File: config.mk
export PLATFORM = sky130hd
export DESIGN_NAME = wb_split_n
export DESIGN_NICKNAME = d
export VERILOG_FILES = /design/src/rtl/wb_split_pkg.sv /design/src/rtl/wb_split_tmo.sv /design/src/rtl/wb_split_n.sv
export SDC_FILE = /design/constraint.sdc
export NUM_CORES = 1
export LEC_CHECK = 0
export CORE_AREA = 2 2 114 116
export DETAILED_ROUTE_END_ITERATION = 7
export DIE_AREA = 0 0 116 118
export HOLD_SLACK_MARGIN = 0.15
export PLACE_DENSITY = 0.74
export SLEW_MARGIN = 20
export SYNTH_ARGS = -nofsm -noshare
export SYNTH_HDL_FRONTEND = slang
export SYNTH_SLANG_ARGS = --single-unit
File: constraint.sdc
create_clock -name wb_clk_i -period 1.95 [get_ports wb_clk_i]
set_input_delay 0.2925 -clock wb_clk_i [delete_from_list [all_inputs] [get_ports wb_clk_i]]
set_output_delay 0.2925 -clock wb_clk_i [all_outputs]
set_load 0.02 [all_outputs]
File: src/rtl/wb_split_pkg.sv
// ---------------------------------------------------------------------------
// wb_split_pkg
// Shared definitions for the Wishbone 1-to-N splitter.
//   state_e       : splitter FSM state encoding (IDLE, WAIT, RESP)
//   DEF_BAD_DATA  : default read data returned for an unmapped slave index
//   DEF_TMO_DATA  : default read data returned when a slave times out
//   ERR_CNT_MAX   : saturation value of the error counter
// ---------------------------------------------------------------------------
package wb_split_pkg;

  typedef enum logic [1:0] {
    ST_IDLE = 2'd0,
    ST_WAIT = 2'd1,
    ST_RESP = 2'd2
  } state_e;

  localparam logic [31:0] DEF_BAD_DATA = 32'hDEADBEEF;
  localparam logic [31:0] DEF_TMO_DATA = 32'hBADC0FFE;
  localparam logic [15:0] ERR_CNT_MAX  = 16'hFFFF;

endpackage

File: src/rtl/wb_split_tmo.sv
// ---------------------------------------------------------------------------
// wb_split_tmo
// Slave response timeout counter. It counts cycles while enabled, starting
// from 0. It flags expiry in the (2^W-1)-th enabled cycle, so a slave gets
// exactly 2^W-1 cycles to answer.
// Only built when WB_SPLIT_TMO_EN is defined.
//   clk_i      : clock
//   rst_i      : synchronous active-high reset
//   en_i       : count this cycle (splitter is waiting on a slave)
//   clr_i      : return the count to 0
//   expired_o  : the current enabled cycle is the last allowed one
// ---------------------------------------------------------------------------
module wb_split_tmo #(
  parameter int W = 8
) (
  input  logic clk_i,
  input  logic rst_i,
  input  logic en_i,
  input  logic clr_i,
  output logic expired_o
);

  // 2^W-2 is the count seen in the (2^W-1)-th enabled cycle
  localparam logic [W-1:0] LAST = ~W'(1);

  logic [W-1:0] count_q;
  logic [W-1:0] count_d;

  always_comb begin
    count_d = count_q;
    if (clr_i) begin
      count_d = '0;
    end else if (en_i) begin
      count_d = count_q + W'(1);
    end
  end

  always_ff @(posedge clk_i) begin
    if (rst_i) begin
      count_q <= '0;
    end else begin
      count_q <= count_d;
    end
  end

  assign expired_o = en_i && (count_q == LAST);

endmodule

File: src/rtl/wb_split_n.sv
// ---------------------------------------------------------------------------
// wb_split_n
// Wishbone 1-to-N address splitter. The 4-bit field
// wbs_adr_i[SEL_LSB+3:SEL_LSB] selects one of NSLV downstream slaves. An
// unmapped index is answered locally with BAD_DATA and counted as an error.
// Optional feature: define WB_SPLIT_TMO_EN to add a slave response timeout.
// The timeout answers with TMO_DATA and also counts as an error.
// Ports
//   wb_clk_i, wb_rst_i          : clock, synchronous active-high reset
//   wbs_cyc/stb/we/sel/adr/dat_i : upstream request
//   wbs_ack_o, wbs_dat_o         : upstream response (ack lasts one cycle)
//   s_cyc_o, s_stb_o             : per-slave one-hot strobes
//   s_we/sel/adr/dat_o           : shared request fields (pass-through)
//   s_ack_i, s_dat_i             : per-slave ack and read data (32b/slave)
//   err_cnt_o, err_irq_o         : saturating error count, error pulse
// ---------------------------------------------------------------------------
module wb_split_n
  import wb_split_pkg::*;
#(
  parameter int          NSLV     = 3,
  parameter int          SEL_LSB  = 16,
  parameter int          TMO_W    = 8,
  parameter logic [31:0] BAD_DATA = DEF_BAD_DATA,
  parameter logic [31:0] TMO_DATA = DEF_TMO_DATA
) (
  input  logic               wb_clk_i,
  input  logic               wb_rst_i,
  input  logic               wbs_cyc_i,
  input  logic               wbs_stb_i,
  input  logic               wbs_we_i,
  input  logic [3:0]         wbs_sel_i,
  input  logic [31:0]        wbs_adr_i,
  input  logic [31:0]        wbs_dat_i,
  output logic               wbs_ack_o,
  output logic [31:0]        wbs_dat_o,
  output logic [NSLV-1:0]    s_cyc_o,
  output logic [NSLV-1:0]    s_stb_o,
  output logic               s_we_o,
  output logic [3:0]         s_sel_o,
  output logic [31:0]        s_adr_o,
  output logic [31:0]        s_dat_o,
  input  logic [NSLV-1:0]    s_ack_i,
  input  logic [NSLV*32-1:0] s_dat_i,
  output logic [15:0]        err_cnt_o,
  output logic               err_irq_o
);

  state_e      state_q, state_d;
  logic [3:0]  idx_q, idx_d;
  logic [31:0] data_q, data_d;
  logic        errFlag_q, errFlag_d;
  logic [15:0] errCnt_q, errCnt_d;

  logic [3:0]  reqIdx;
  logic        reqValid;
  logic        selAck;
  logic [31:0] selData;
  logic        raiseErr;
  logic        tmoExpired;

  assign reqIdx   = wbs_adr_i[SEL_LSB+3:SEL_LSB];
  assign reqValid = {1'b0, reqIdx} < 5'(NSLV);

`ifdef WB_SPLIT_TMO_EN
  // Count only while waiting on a slave; any other state restarts the count.
  wb_split_tmo #(
    .W (TMO_W)
  ) u_tmo (
    .clk_i     (wb_clk_i),
    .rst_i     (wb_rst_i),
    .en_i      (state_q == ST_WAIT),
    .clr_i     (state_q != ST_WAIT),
    .expired_o (tmoExpired)
  );
`else
  // No timeout hardware in this build. The expression is constant false.
  assign tmoExpired = (TMO_W < 0);
`endif

  // Choose the ack and read data of the addressed slave. Acks from the
  // other ports never reach the FSM.
  always_comb begin
    selAck  = 1'b0;
    selData = '0;
    for (int k = 0; k < NSLV; k++) begin
      if (idx_q == 4'(k)) begin
        selAck  = s_ack_i[k];
        selData = s_dat_i[k*32 +: 32];
      end
    end
  end

  // One-hot strobes, active only while waiting on the addressed slave
  always_comb begin
    s_cyc_o = '0;
    s_stb_o = '0;
    for (int k = 0; k < NSLV; k++) begin
      if ((state_q == ST_WAIT) && (idx_q == 4'(k))) begin
        s_cyc_o[k] = 1'b1;
        s_stb_o[k] = 1'b1;
      end
    end
  end

  assign s_we_o  = wbs_we_i;
  assign s_sel_o = wbs_sel_i;
  assign s_adr_o = wbs_adr_i;
  assign s_dat_o = wbs_dat_i;

  // FSM next state. Priority in WAIT: an upstream abort first, then the
  // slave ack, then the timeout. An ack in the expiry cycle therefore wins.
  always_comb begin
    state_d   = state_q;
    idx_d     = idx_q;
    data_d    = data_q;
    errFlag_d = errFlag_q;
    raiseErr  = 1'b0;
    unique case (state_q)
      ST_IDLE: begin
        errFlag_d = 1'b0;
        if (wbs_cyc_i && wbs_stb_i) begin
          if (reqValid) begin
            idx_d   = reqIdx;
            state_d = ST_WAIT;
          end else begin
            data_d    = BAD_DATA;
            errFlag_d = 1'b1;
            raiseErr  = 1'b1;
            state_d   = ST_RESP;
          end
        end
      end
      ST_WAIT: begin
        if (!wbs_cyc_i) begin
          state_d = ST_IDLE;
        end else if (selAck) begin
          data_d    = selData;
          errFlag_d = 1'b0;
          state_d   = ST_RESP;
        end else if (tmoExpired) begin
          data_d    = TMO_DATA;
          errFlag_d = 1'b1;
          raiseErr  = 1'b1;
          state_d   = ST_RESP;
        end
      end
      ST_RESP: begin
        state_d = ST_IDLE;
      end
      default: begin
        state_d = ST_IDLE;
      end
    endcase
  end

  // Error counter. The count is updated when entering RESP, so it already
  // includes the error during the error's ack cycle.
  always_comb begin
    errCnt_d = errCnt_q;
    if (raiseErr && (errCnt_q != ERR_CNT_MAX)) begin
      errCnt_d = errCnt_q + 16'd1;
    end
  end

  always_ff @(posedge wb_clk_i) begin
    if (wb_rst_i) begin
      state_q   <= ST_IDLE;
      idx_q     <= '0;
      data_q    <= '0;
      errFlag_q <= 1'b0;
      errCnt_q  <= '0;
    end else begin
      state_q   <= state_d;
      idx_q     <= idx_d;
      data_q    <= data_d;
      errFlag_q <= errFlag_d;
      errCnt_q  <= errCnt_d;
    end
  end

  assign wbs_ack_o = (state_q == ST_RESP);
  assign wbs_dat_o = data_q;
  assign err_irq_o = (state_q == ST_RESP) && errFlag_q;
  assign err_cnt_o = errCnt_q;

endmodule
; Word level (Yosys, flattened, before mapping)
; Index checks and enable logic that the tools add are counted.
[word_totals]
reg_bits = 55
input_bits = 172
out_inout_bits = 125
wordCells = 55
[classes]
addsub = 1
n_lt_le_gt_ge = 1
n_eq_ne = 10
n_mux = 25
reduce_logical = 13
[ops]
columns = cell, count
row1 = 2-to-1 mux 32 bit, 7
row2 = case mux 32 bit (2 select lines), 1
row3 = adder 16 x 1 -> 16 bit (second input constant), 1
row4 = inequality test 16 bit (second input constant), 1
row5 = 2-to-1 mux 1 bit, 11
row6 = 2-to-1 mux 2 bit, 4
row7 = inequality test 2 bit (second input constant), 4
row8 = logical AND 1 bit, 6
row9 = AND reduction 3 bit, 2
row10 = AND reduction 5 bit, 1
row11 = == test 4 x 1 -> 1 bit (second input constant), 1
row12 = == test 4 x 2 -> 1 bit (second input constant), 1
row13 = zero test 4 bit, 1
row14 = < comparator 4 x 2 -> 1 bit (second input constant), 1
row15 = case mux 2 bit (2 select lines), 1
row16 = inequality test 3 bit (second input constant), 1
row17 = == test 2 x 1 -> 1 bit (second input constant), 1
row18 = == test 2 bit (second input constant), 1
row19 = zero test 2 bit, 1
row20 = case mux 1 bit (2 select lines), 1
row21 = AND reduction 2 bit, 1
row22 = nonzero test 2 bit, 1

; Depth between registers and ports, before layout
[depth]
word_depth = 7
depth_mapped = 7
ltp_nobuf = 6

; Worst setup path before layout
; OpenSTA, ideal clock, no wires.
[synth_timing]
kind = register to register
from = register errCnt_q[0] (netlist: err_cnt_o[0])
to = register errCnt_q[15] (netlist: err_cnt_o[15])
setup_time_ns = 0.128
arrival_time_ns = 1.693
required_time_ns = 1.822
slack_ns = 0.130
path_stages_with_launch = 8
n_path_buf = 1
synth_period_minus_slack_ns = 1.820
path_cell_list = dfxtp_1 > ha_1 > nand4_1 > nor4_4 > buf_4 > nor4_1 > xnor2_1 > nor2_1
[synth_between]
elab_chain_len = 2
word_cells_on_any_way = 3
[synth_lines]
columns = item, line
row1 = "start, declared", wb_split_n.sv:52  ; logic [15:0] errCnt_q, errCnt_d;
row2 = "start signal, assigned", wb_split_n.sv:177  ; errCnt_q <= errCnt_d;
row3 = "parallel branches: the longest is 2 deep, another holds adder 16 x 1 -> 16 bit", --
; Parallel ways; which one is timed is not known.
; A chain may end at the register's enable or synchronous reset.

; Final worst setup path
[layout_timing]
from = register state_q[1]
to = output s_stb_o[0]
[layout_between]
elab_chain_len = 3
[layout_lines]
columns = item, line
row1 = "start, declared", wb_split_n.sv:48  ; state_e state_q, state_d;
row2 = "start signal, assigned", wb_split_n.sv:173  ; state_q <= state_d;
row3 = == test 2 x 1 -> 1 bit, wb_split_n.sv:98  ; if ((state_q == ST_WAIT) && (idx_q == 4'(k))) begin
row4 = logical AND 1 bit, wb_split_n.sv:98
row5 = 2-to-1 mux 1 bit, wb_split_n.sv:98
row6 = "end, declared", wb_split_n.sv:37  ; output logic [NSLV-1:0] s_stb_o,
; Every way passes these cells.

==> results.ini <==
[outcome]
status=finished, final reports clean

[die]
core_um2=12400
rows=41
die_width_um=116
fp.dieH_um=118
die-area_um2=13700
start_util=0.297
floorplan.io_pins=297

[worst_setup_path]
startpoint_type=register
cp.depth=4
crit_family=simple AND/OR/NAND/NOR gates
crit_buf_inv=1
cp.arrival_ns=1.54
rr_worst_depth=6
reg2reg_slack_ns=0.16
worstSetupPathType=reg -> out
r2r-start=idx_q[1]
path_max_fanout=5
crit_start=state_q[1]
required_ns=1.66
slowest_stage=dlygate4sd2_1
crit_path_end_kind=primary output
cp_slowest_stage_delay_ns=0.35
path_cells=and2b_4, nand3_1, nor2_1, dlygate4sd2_1

[final_layout]
drive_above_1_share=0.152
num_antenna_cells=0
nets=699
final_cells=699
area_growth_pct=44.1
fin_util=0.427
fill_cells=1229

[timing]
max_slew_margin=0.716
max_freq_ghz=0.545
min_period_ns=1.83
setup_viol=0
fin_skew_ns=0.0183
post-route-period-util=0.940
grt_setup_unrepaired=false
hold_viol=0
fin_ws_ns=0.116
tightest_slew_ns=0.426
holdWs_ns=0.325
drv_slew=0

[clock_tree]
cts_buffers=5
cts.sinks=55
cts_tree=yes
root_buffer=clkbuf_16
path_clk_slew_ns=0.08
clock_latency_ns=0.30
post_cts_buffers=0
cts.path.max_buffers=2
htree_num_levels=2

[power_and_ir_drop]
finalPower_mw=2.84
vdd_drop_max_v=0.000445
power_density_nw_per_um2=535
power_leakage_nw=1.83

[detailed_routing]
remaining_drc_errors=0
detail_route.wl_per_cell_um=16.0
drt_iter0_drc=104
vias_per_cell=4.96
dr_total_vias=3468
drtAntennaViolNets=0
drt_wl_total_um=11200
drtPass1Iterations=4

[global_route]
grt_pass1_vias=3568
grt_usage=0.155
grt_max_degree=26
grt_overflow=0
antenna_found_initial=0
grt_pass1_wl_um=17000

[yosys]
synth_top_cell_area_share=0.299
yosys.cell_count.top_type=buf_4
synthesis.area_um2=3680
yosys_most_used_dff=dfxtp_1
syn_avg_cell_area_um2=8.75
synth_seq_cells=55
ys_warn_count=0
ys_async_sr_fraction=0
seq_area_frac_synth=0.299
ys_types=56
yosys-top-cells-area=dfxtp_1, buf_4, mux2i_1
syn_nets=594
syn_inst=421
synth_area_leader_cell=dfxtp_1
synth-edff-count=0
yosys-top-cells-count=buf_4, nor2_1, dfxtp_1

[placed_design]
gp_congestion=0.797
dp_hpwl_um=8670
place_ws_ns=-0.114
post-place-cells=691
numPortBuffers=166

[run]
maxCapViolCount=0

[min_path]
hold_start=wb_rst_i
hold_depth=2
hp-class=in -> reg

==> worst register-to-register path, cell delays in order (launching register included) <==
cell and delay (ns):
dfxtp_1 0.47, nor2b_1 0.09, a211oi_2 0.35, o31a_2 0.39, buf_12 0.19, nand2_1 0.08
a21oi_1 0.13
==> per-stage QoR <==
stage	TNS, ns	instance area (µm²)
finish	0	5310
global route	0	5310
CTS	0	5310
detailed placement	-1.81	5170
global placement	-0.261	5170
floorplan	0	3680
==> logic make-up after synthesis <==
group | count (synthesis) | synth area share
fa+ha+maj | 1 | 0.00340
xor+xnor | 11 | 0.0262
flops | 55 | 0.299
mux | 33 | 0.0897
buf+inv | 100 | 0.187
compound gates | 78 | 0.192
simple gates | 143 | 0.203
==> worst paths after layout <==
kind,to
max reg2reg,wbs_dat_o[10]
min reg2reg,wbs_dat_o[11]
max,s_stb_o[0]
min,err_cnt_o[10]
==> report_power, final <==
| group | total [mW] | switching, mW | internal [mW] |
|---|---|---|---|
| registers | 1.20 | 0.0301 | 1.17 |
| clock network | 0.938 | 0.449 | 0.489 |
| logic | 0.696 | 0.291 | 0.405 |
| total | 2.84 | 0.770 | 2.07 |
==> state kept, by name, indices dropped and copies added, names as in the netlist <==
signal / count
state_q: 2
errFlag_q: 1
wbs_dat_o: 32
idx_q: 4
err_cnt_o: 16
==> cells in the final DEF (no fill, tap or decap), types with 3 or more instances in the layout <==
cell type and n:
buf_4 22, dlygate4sd2_1 5, buf_12 6, clkdlybuf4s50_1 157, nand4_1 5, nor2b_1 3, a21oi_1 32, mux2i_1 33
o221ai_1 5, clkbuf_16 5, dfxtp_1 54, nand2_1 33, xnor2_1 9, a211oi_1 9, nor3_1 10, nand3_1 8
nor2_1 57, o221ai_2 20
==> routing by layer <==
metal  GRT usage  wire (µm)  part of all wire
met5           0          0                 0
met4      0.0848        458             0.041
met3      0.0396        830             0.074
met2       0.282       5680              0.51
met1       0.160       4230              0.38
==> what timing repair did <==
item                                    4_1_cts  5_1_grt
resized for setup                             7        5
pin swaps                                     0        1
hold buffers                                  0        0
endpoints found under the setup margin        7        7
==> layout make-up <==
class / count / area, µm² / area share
Timing Repair Buffer: 194 / 1930 / 0.363
Multi-Input combinational cell: 266 / 1890 / 0.357
Tap cell: 172 / 215 / 0.0406
Inverter: 4 / 15.0 / 0.00283
Clock inverter: 3 / 26.3 / 0.00495
Sequential cell: 55 / 1100 / 0.208
Clock buffer: 5 / 125 / 0.0236
Power figures use the tool's default switching activity.
